**src/rtl/video_timing_sched.sv**
```systemverilog
// Programmable raster timing scheduler: pixel/line counters, vertical phase FSM and registered sync outputs.
// Optional build macro VTG_FRAME_CNT_EN adds an 8-bit frame counter output (frame_cnt).
//
// state  | meaning
// V_ACT  | active video lines
// V_FP   | vertical front porch lines
// V_SYNC | vertical sync lines (vsync high)
// V_BP   | vertical back porch lines; frame ends on its last pixel
module video_timing_sched #(
  parameter int CW       = 12,
  parameter int H_ACT_D  = 640,
  parameter int H_FP_D   = 16,
  parameter int H_SYNC_D = 96,
  parameter int H_BP_D   = 48,
  parameter int V_ACT_D  = 480,
  parameter int V_FP_D   = 10,
  parameter int V_SYNC_D = 2,
  parameter int V_BP_D   = 33
) (
  input  logic          CK,
  input  logic          RST_N,
  input  logic          en,
  input  logic          cfg_wr,
  input  logic [2:0]    cfg_addr,
  input  logic [CW-1:0] cfg_data,
  output logic          cfg_pending,
  output logic [CW-1:0] hcnt,
  output logic [CW-1:0] vcnt,
  output logic          hsync,
  output logic          vsync,
  output logic          csync,
  output logic          hblank,
  output logic          vblank,
  output logic          de,
  output logic          line_start,
  output logic          frame_start
`ifdef VTG_FRAME_CNT_EN
  ,
  output logic [7:0]    frame_cnt
`endif
);

  localparam int HW = CW + 2;

  typedef enum logic [1:0] {
    V_ACT  = 2'd0,
    V_FP   = 2'd1,
    V_SYNC = 2'd2,
    V_BP   = 2'd3
  } vstate_t;

  function automatic logic [CW-1:0] dflt(input int idx);
    case (idx)
      0:       return CW'(H_ACT_D);
      1:       return CW'(H_FP_D);
      2:       return CW'(H_SYNC_D);
      3:       return CW'(H_BP_D);
      4:       return CW'(V_ACT_D);
      5:       return CW'(V_FP_D);
      6:       return CW'(V_SYNC_D);
      default: return CW'(V_BP_D);
    endcase
  endfunction

  // A zero-length phase would stall the sequencer, so it is stretched to one.
  function automatic logic [CW-1:0] nz(input logic [CW-1:0] v);
    return (v == '0) ? CW'(1) : v;
  endfunction

  logic [CW-1:0] act_q [8];
  logic [CW-1:0] shd_q [8];
  logic          pend_q;

  logic [CW-1:0] h_act, h_fp, h_sync, h_bp;
  logic [CW-1:0] v_act, v_fp, v_sync, v_bp;
  logic [HW-1:0] hs_beg, hs_end, htot;

  assign h_act  = nz(act_q[0]);
  assign h_fp   = nz(act_q[1]);
  assign h_sync = nz(act_q[2]);
  assign h_bp   = nz(act_q[3]);
  assign v_act  = nz(act_q[4]);
  assign v_fp   = nz(act_q[5]);
  assign v_sync = nz(act_q[6]);
  assign v_bp   = nz(act_q[7]);

  assign hs_beg = HW'(h_act) + HW'(h_fp);
  assign hs_end = hs_beg + HW'(h_sync);
  assign htot   = hs_end + HW'(h_bp);

  vstate_t       state_q, state_d;
  logic [HW-1:0] hpos_q, hpos_d;
  logic [CW-1:0] vpos_q, vpos_d;
  logic [CW-1:0] lcnt_q, lcnt_d;
  logic [CW-1:0] phase_len;
  logic          phase_last;
  logic          eol;
  logic          frame_end;

  assign eol = (hpos_q >= htot - 1'b1);

  always_comb begin
    phase_len = v_act;
    case (state_q)
      V_ACT:   phase_len = v_act;
      V_FP:    phase_len = v_fp;
      V_SYNC:  phase_len = v_sync;
      V_BP:    phase_len = v_bp;
      default: phase_len = v_act;
    endcase
  end

  assign phase_last = (lcnt_q == phase_len - 1'b1);
  assign frame_end  = en && eol && (state_q == V_BP) && phase_last;

  always_comb begin
    state_d = state_q;
    hpos_d  = hpos_q + 1'b1;
    vpos_d  = vpos_q;
    lcnt_d  = lcnt_q;
    if (eol) begin
      hpos_d = '0;
      vpos_d = vpos_q + 1'b1;
      lcnt_d = lcnt_q + 1'b1;
      if (phase_last) begin
        lcnt_d = '0;
        case (state_q)
          V_ACT:  state_d = V_FP;
          V_FP:   state_d = V_SYNC;
          V_SYNC: state_d = V_BP;
          V_BP: begin
            state_d = V_ACT;
            vpos_d  = '0;
          end
          default: state_d = V_ACT;
        endcase
      end
    end
  end

  always_ff @(posedge CK) begin
    if (!RST_N) begin
      state_q <= V_ACT;
      hpos_q  <= '0;
      vpos_q  <= '0;
      lcnt_q  <= '0;
    end else if (en) begin
      state_q <= state_d;
      hpos_q  <= hpos_d;
      vpos_q  <= vpos_d;
      lcnt_q  <= lcnt_d;
    end
  end

  // The active set is loaded from the shadow as it stood before this cycle's write,
  // so a write landing on the frame-end cycle waits for the next frame end.
  always_ff @(posedge CK) begin
    if (!RST_N) begin
      for (int i = 0; i < 8; i++) begin
        act_q[i] <= dflt(i);
        shd_q[i] <= dflt(i);
      end
      pend_q <= 1'b0;
    end else begin
      if (frame_end) begin
        for (int i = 0; i < 8; i++) act_q[i] <= shd_q[i];
      end
      if (cfg_wr) begin
        shd_q[cfg_addr] <= cfg_data;
        pend_q          <= 1'b1;
      end else if (frame_end) begin
        pend_q <= 1'b0;
      end
    end
  end

  assign cfg_pending = pend_q;

  logic hb, hs, vb, vs;

  assign hb = (hpos_q >= HW'(h_act));
  assign hs = (hpos_q >= hs_beg) && (hpos_q < hs_end);
  assign vb = (state_q != V_ACT);
  assign vs = (state_q == V_SYNC);

  always_ff @(posedge CK) begin
    if (!RST_N) begin
      hcnt        <= '0;
      vcnt        <= '0;
      hsync       <= 1'b0;
      vsync       <= 1'b0;
      csync       <= 1'b0;
      hblank      <= 1'b0;
      vblank      <= 1'b0;
      de          <= 1'b0;
      line_start  <= 1'b0;
      frame_start <= 1'b0;
    end else if (en) begin
      hcnt        <= hpos_q[CW-1:0];
      vcnt        <= vpos_q;
      hsync       <= hs;
      vsync       <= vs;
      csync       <= hs ^ vs;
      hblank      <= hb;
      vblank      <= vb;
      de          <= !hb && !vb;
      line_start  <= (hpos_q == '0);
      frame_start <= (hpos_q == '0) && (vpos_q == '0);
    end else begin
      // Strobes are single pulses; a stalled pixel clock must not stretch them.
      line_start  <= 1'b0;
      frame_start <= 1'b0;
    end
  end

`ifdef VTG_FRAME_CNT_EN
  logic first_q;

  always_ff @(posedge CK) begin
    if (!RST_N) begin
      frame_cnt <= '0;
      first_q   <= 1'b1;
    end else if (en && (hpos_q == '0) && (vpos_q == '0)) begin
      if (!first_q) frame_cnt <= frame_cnt + 1'b1;
      first_q <= 1'b0;
    end
  end
`endif

endmodule

```
**config.mk**
```make
export PLATFORM = sky130hd
export DESIGN_NAME = video_timing_sched
export DESIGN_NICKNAME = d
export VERILOG_FILES = /design/src/rtl/video_timing_sched.sv
export SDC_FILE = /design/constraint.sdc
export NUM_CORES = 1
export LEC_CHECK = 0
export ABC_CLOCK_PERIOD_IN_PS = 10000
export BUFFER_PORTS_ARGS = -buffer_cell sky130_fd_sc_hd__buf_2
export CAP_MARGIN = 20
export CORE_MARGIN = 5
export CORE_UTILIZATION = 43
export CTS_CLUSTER_DIAMETER = 60
export DETAILED_ROUTE_END_ITERATION = 8
export PLACE_DENSITY = 0.66
export SETUP_SLACK_MARGIN = 0.3
export SLEW_MARGIN = 20
export SYNTH_ARGS = -nofsm -noshare
export SYNTH_HDL_FRONTEND = slang
export SYNTH_SLANG_ARGS = --single-unit
export TNS_END_PERCENT = 50
```
**constraint.sdc**
```tcl
create_clock -name CK -period 10 [get_ports CK]
set_clock_uncertainty 0.15 [all_clocks]
set_input_delay 0.5 -clock CK [delete_from_list [all_inputs] [get_ports CK]]
set_output_delay 0.5 -clock CK [all_outputs]
set_load 0.01 [all_outputs]
```
==> results.py, run 1 <==
metrics = {
    "outcome": {
        "status": "complete, no violations",
    },
    "placed_design": {
        "gp_congestion": 0.872,
        "dp_hpwl_um": 22300,
        "dp.cells": 1740,
        "portBuffers": 51,
    },
    "floorplanning": {
        "start_util_pct": 43.5,
        "core-area_um2": 32500,
        "die_h_um": 191,
        "dieWidth_um": 191,
        "die_area_um2": 36500,
        "num_rows": 66,
        "ios": 52,
    },
    "layout": {
        "fin_cells": 1793,
        "nets": 1457,
        "drive_gt1_share_pct": 9.18,
        "syn2layout_area_growth_pct": 11.7,
        "antenna_cells": 0,
    },
    "grt": {
        "grt_pass1_wl_um": 49300,
        "grt_max_degree": 57,
        "antenna_found_initial": 0,
        "grt.overflow.total": 0,
        "grt_usage_pct": 16.9,
        "grt_pass1_vias": 8994,
    },
    "yosys": {
        "ys_seq_area_share_pct": 51.2,
        "synth-warning-count": 0,
        "syn_area_um2": 14100,
        "syn_inst": 1301,
        "synthesis.nets": 1428,
        "synth-edff-count": 192,
        "ys_types": 65,
        "synth_common_cells": "edfxtp_1, and2_1, ha_1",
        "ys_top_cells_by_area": "edfxtp_1, dfxtp_1, ha_1, and2_1, xor2_1",
        "dominantRegCellSynth": "edfxtp_1",
        "yosys.area.top_type": "edfxtp_1",
        "yosysMostFrequentCell": "edfxtp_1",
        "avgSynthCellArea_um2": 10.8,
        "synth_top_area_share_pct": 40.9,
        "async_flop_share_pct": 0,
        "ys_ff_latch": 265,
    },
    "clock_network": {
        "clk_path_buf_depth": 3,
        "cts_root_buf": "clkbuf_16",
        "cts.sinks": 265,
        "hold_buffers": 0,
        "clk_pin_slew_ps": 60,
        "numCtsBuffers": 30,
        "ctsResizeCount": 0,
        "htreeDepth": 1,
        "cts_tree": "built",
        "clkLatencyLatePin_ps": 570,
        "postCtsSetupBuffers": 0,
    },
    "setup_path": {
        "slowest_delay_ps": 600,
        "rr_worst_depth": 35,
        "critPathMaxFanout": 39,
        "crit_buf_inv": 2,
        "cp.depth": 35,
        "required_ps": 10130,
        "setup.worst_path.start": "act_q[0][1]$_SDFFCE_PN0P_",
        "cpMaxStageDelayCell": "nor2_4",
        "critical_path_class": "reg2reg",
        "cp-start-kind": "flop",
        "end_kind": "flop",
        "crit_path_frequent_cell": "ha_1",
        "critical_path_arrival_ps": 8380,
        "reg2reg_from": "act_q[0][1]$_SDFFCE_PN0P_",
        "critPathTopFamily": "compound AO/OA/AOI/OAI gates",
    },
    "timing": {
        "slew_violations": 0,
        "period_share_pct": 82.5,
        "relSlewSlack_pct": 36.1,
        "clock.fmax_ghz": 0.121,
        "worstMarginPinSlew_ps": 952,
        "setup_violations": 0,
        "tns_ps": 0,
        "min_period_ps": 8250,
        "hold_violations": 0,
        "rsz0062_at_grt": "false",
    },
    "drt": {
        "drt-wirelength-per-cell_um": 17.3,
        "totalWireLength_um": 31000,
        "drcViolationCount": 0,
        "vias": 9257,
        "first_pass_iters": 7,
        "viasPerCell": 5.16,
        "drt_iter0_markers": 579,
        "ant_nets": 0,
    },
    "flow_run": {
        "max_cap_violations": 0,
    },
    "worst_hold_path": {
        "hp-start": "cfg_wr",
        "min_path_cells": 3,
        "worstHoldPathType": "in2reg",
    },
    "power": {
        "p_leak_nw": 6.36,
        "power_density_nw_per_um2": 173,
        "ir_drop_v": 0.000150,
    },
}
## metal layers
layer	part of all wire, %	up-vias	GRT usage (%)
met4	2.4	0	4.20
li1	-	4635	-
met2	45	213	27.4
met5	0	-	0
met3	4.8	44	1.73
met1	48	4365	24.5
## cell families after synthesis
| group | count (synthesis) | synth area share, % |
|---|---|---|
| adders and majority gates | 110 | 9.88 |
| AOI/OAI and AO/OA | 169 | 8.14 |
| DFF | 265 | 51.2 |
| and+or+nand+nor | 491 | 19.2 |
| xor gates and xnor gates | 81 | 5.13 |
| muxes | 30 | 2.13 |
| buffers and inverters | 155 | 4.27 |
## per-stage QoR
| step | power (mW) | util (%) | cell area (um2) | hold WS, ps | setup WS (ps) |
|---|---|---|---|---|---|
| CTS | 2.75 | 48.5 | 15700 | 27.1 | 1730 |
| floorplan | 1.56 | - | 14100 | 320 | 2070 |
| finish | 2.72 | 48.5 | 15700 | 51.1 | 1750 |
| detailed placement | 1.66 | 45.5 | 14800 | 306 | 1820 |
| global route | 2.85 | 48.5 | 15700 | 69.7 | 1000 |
| global placement | 1.66 | 45.5 | 14800 | 304 | 1970 |
## worst paths after layout
kind | endpoint | slack (ps)
worst max-delay path | act_q[0][9]$_SDFFCE_PN1P_ | 1750
worst min-delay path | cfg_pending$_SDFFE_PN0P_ | 50
worst max register to register | act_q[0][9]$_SDFFCE_PN1P_ | 1750
worst min register to register | hcnt[3]$_SDFFE_PN0P_ | 320
## worst min-delay path: cells and delay by family
family / cells / cell delay (ps)
buffers and inverters: 1 / 120
AOI/OAI and AO/OA: 1 / 60
and+or+nand+nor: 1 / 50
## flip-flops by register name (all words and copies together) (netlist names)
register / cells
act_q: 96
cfg_pending: 1
csync: 1
de: 1
frame_start: 1
hblank: 1
hcnt: 12
hpos_q: 14
hsync: 1
lcnt_q: 12
line_start: 1
shd_q: 96
state_q: 2
vblank: 1
vcnt: 12
vpos_q: 12
vsync: 1
## placed cells by master (no fill, tap or decap), types with 40 or more instances in the layout
master | Yosys | layout
xor2_1 | 45 | 45
buf_2 | 4 | 51
inv_1 | 85 | 85
and2_1 | 163 | 163
edfxtp_1 | 192 | 192
nand2_1 | 42 | 41
a21oi_1 | 44 | 44
nand2b_1 | 40 | 40
nor2_1 | 93 | 93
ha_1 | 105 | 105
dfxtp_1 | 73 | 73
## final cells by class
cell class | instances | area [um2]
fill | 2927 | 16700
tap | 442 | 553
clock buffer | 36 | 795
clock inverter | 17 | 191
sequential | 265 | 7230
timing repair buffer | 65 | 373
inverter | 87 | 327
multi-input combinational | 881 | 6280
## report_power, final
part,leakage [nW],switching [mW],internal [mW]
registers,2.46,0.0195,1.22
logic,3.42,0.236,0.168
clock network,0.472,0.432,0.643
total,6.36,0.688,2.03
(Power assumes the default switching activity.)
==> inputs of run 2 (changes only) <==
--- a/config.mk
+++ b/config.mk
@@ -5,14 +5,15 @@
 export SDC_FILE = /design/constraint.sdc
 export NUM_CORES = 1
 export LEC_CHECK = 0
-export ABC_CLOCK_PERIOD_IN_PS = 10000
+export ABC_AREA = 1
+export ABC_CLOCK_PERIOD_IN_PS = 7070
 export BUFFER_PORTS_ARGS = -buffer_cell sky130_fd_sc_hd__buf_2
 export CAP_MARGIN = 20
 export CORE_MARGIN = 5
 export CORE_UTILIZATION = 43
 export CTS_CLUSTER_DIAMETER = 60
 export DETAILED_ROUTE_END_ITERATION = 8
-export PLACE_DENSITY = 0.66
+export PLACE_DENSITY = 0.68
 export SETUP_SLACK_MARGIN = 0.3
 export SLEW_MARGIN = 20
 export SYNTH_ARGS = -nofsm -noshare
==> constraint.sdc (replaced) <==
create_clock -name CK -period 7.07 [get_ports CK]
set_clock_uncertainty 0.15 [all_clocks]
set_input_delay 0.3535 -clock CK [delete_from_list [all_inputs] [get_ports CK]]
set_output_delay 0.3535 -clock CK [all_outputs]
set_load 0.01 [all_outputs]
==> results.py, run 2 <==
metrics = {
    "grt": {
        "grt_pass1_wl_um": 55300,
        "met3_usage_pct": 2.36,
        "met2_usage_pct": 28.3,
        "grt_max_degree": 74,
        "top_usage_layer": "met2",
        "grt_usage_pct": 17.7,
        "grt_pass1_vias": 10600,
        "met1_usage_pct": 25.2,
        "antenna_found_initial": 0,
        "grt.overflow.total": 0,
    },
    "floorplanning": {
        "core-area_um2": 33500,
        "num_rows": 67,
        "start_util_pct": 43.4,
        "die_h_um": 194,
        "dieWidth_um": 194,
        "die_area_um2": 37700,
        "ios": 52,
    },
    "drt": {
        "viasPerCell": 5.08,
        "drcViolationCount": 0,
        "ant_nets": 0,
        "vias": 11200,
        "drt_iter0_markers": 985,
        "totalWireLength_um": 36700,
        "first_pass_iters": 5,
        "drt-wirelength-per-cell_um": 16.6,
    },
    "clock_network": {
        "htreeDepth": 1,
        "cts.sinks": 265,
        "cts_root_buf": "clkbuf_16",
        "clk_path_buf_depth": 3,
        "clkLatencyLatePin_ps": 540,
        "cts_tree": "built",
        "numCtsBuffers": 27,
        "clk_pin_slew_ps": 60,
    },
    "power": {
        "p_leak_nw": 7.55,
        "power_density_nw_per_um2": 222,
        "ir_drop_v": 0.000169,
    },
    "layout": {
        "final_cell_mix": "nand2_1, nor2_1, inv_1",
        "register_area_um2": 7230,
        "fin_cells": 2210,
        "top_regs": "act_q x96, shd_q x96, hpos_q x14",
        "final_common_cell": "nand2_1",
        "syn2layout_area_growth_pct": 18.1,
        "fillers": 2993,
        "drive_gt1_share_pct": 15.2,
        "multiInputGateArea_um2": 6560,
        "nets": 1871,
        "final_area_um2": 17200,
        "antenna_cells": 0,
    },
    "timing": {
        "hold_violations": 0,
        "min_period_ps": 6580,
        "relSlewSlack_pct": 39.0,
        "period_share_pct": 93.0,
        "hold_ws_ps": 72.5,
        "slew_violations": 0,
        "setup_violations": 0,
        "clock.fmax_ghz": 0.152,
        "worstMarginPinSlew_ps": 915,
        "rsz0062_at_grt": "true",
    },
    "yosys": {
        "synth_common_cells": "nand2_1, nor2_1, inv_1",
        "synth-warning-count": 0,
        "ys_types": 52,
        "ys_top_cells_by_area": "edfxtp_1, dfxtp_1, ha_1, nand2_1, nor2_1",
        "async_flop_share_pct": 0,
        "synth-edff-count": 192,
        "synthesis.nets": 1794,
        "ys_seq_area_share_pct": 49.6,
        "syn_area_um2": 14600,
        "syn_inst": 1667,
        "avgSynthCellArea_um2": 8.74,
        "dominantRegCellSynth": "edfxtp_1",
        "yosysMostFrequentCell": "nand2_1",
        "ys_ff_latch": 265,
        "yosys.area.top_type": "edfxtp_1",
        "synth_top_area_share_pct": 39.6,
    },
    "setup_path": {
        "required_ps": 7200,
        "slowest_delay_ps": 400,
        "crit_path_frequent_cell": "a21oi_2",
        "end_kind": "flop",
        "critical_path_class": "reg2reg",
        "cpMaxStageDelayCell": "edfxtp_1",
        "cp-start-kind": "flop",
        "critPathMaxFanout": 6,
        "critical_path_arrival_ps": 6710,
    },
    "outcome": {
        "status": "complete, no violations",
    },
    "placed_design": {
        "dp.cells": 2118,
        "dp_hpwl_um": 25100,
        "portBuffers": 51,
        "gp_congestion": 0.902,
        "placed_area_um2": 15300,
    },
    "flow_run": {
        "max_cap_violations": 0,
    },
    "worst_hold_path": {
        "worstHoldPathType": "in2reg",
    },
}
-- run 2: changes by cell type after synthesis, sizes merged, moves of 14 or more --
cell / before / now
nand2: 42 / 284
nor2: 95 / 288
inv: 86 / 260
and2: 163 / 3
a21oi: 44 / 88
nand2b: 40 / 0
mux2i: 30 / 0
o21ai: 26 / 52
xnor2: 35 / 12
a21o: 26 / 4
nand3: 29 / 49
nand3b: 1 / 15
-- run 2: report_power, final --
part	total [mW]	internal (mW)	switching, mW
clock	1.27	0.697	0.577
sequential	1.77	1.73	0.0353
combinational	0.773	0.316	0.457
total	3.81	2.74	1.07
-- run 2: critical path, delay by kind of cell (launching register included) --
family	cells	cell delay (ps)
buffers and inverters	5	590
AOI/OAI and AO/OA	10	1550
DFF	1	400
adders and majority gates	6	1430
xor gates and xnor gates	3	600
and+or+nand+nor	16	1600
-- run 2: cell families after synthesis --
| group | share of synthesized area (%) |
|---|---|
| XOR/XNOR | 4.03 |
| buffers and inverters | 8.89 |
| AND/OR/NAND/NOR | 21.5 |
| AO/OA/AOI/OAI | 6.59 |
| adder cells (fa/ha/maj) | 9.43 |
| flip-flops | 49.6 |
-- run 2: final timing paths --
kind	from	end	depth (start not counted)	slack, ps
hold / removal	cfg_addr[1]	shd_q[6][1]$_SDFFCE_PN1P_	4	70
setup / recovery	act_q[0][10]$_SDFFCE_PN0P_	act_q[0][37]$_SDFFCE_PN0P_	40	490
setup reg to reg	act_q[0][10]$_SDFFCE_PN0P_	act_q[0][37]$_SDFFCE_PN0P_	40	490
hold reg to reg	hcnt[10]$_SDFFE_PN0P_	hcnt[10]$_SDFFE_PN0P_	2	320
-- run 2: timing repair --
action,in CTS,in global routing
gates resized for setup,30,96
hold buffers,1,0
pin swaps,9,41
endpoints found under the setup margin,205,209
hold endpoints to repair,3,0
cloned,4,11
buffers inserted,11,18
-- run 2: per-stage QoR --
step / setup slack (ps) / total power [mW] / setup TNS (ps) / util [%]
2_1_floorplan: 380 / 2.24 / 0 / -
3_3_place_gp: -66.3 / 2.38 / -4340 / 45.6
3_5_place_dp: -220 / 2.39 / -25650 / 45.6
4_1_cts: 325 / 3.70 / 0 / 48.8
5_1_grt: 47.1 / 3.99 / 0 / 51.3
6_report: 493 / 3.81 / 0 / 51.3
-- run 2: metal layers --
layer  up-vias  share of wire (%)
met5         -                  0
met4         0                2.7
met3        80                5.2
met2       305                 47
met1      5273                 45
li1       5567                  -
-- run 2: area by class of cell --
type,instances,share of cell area [%]
sequential,265,42.0
timing repair buffer,119,6.36
multi-input combinational,1070,38.1
clock inverter,15,0.451
tap,448,3.26
clock buffer,32,4.04
inverter,261,5.77
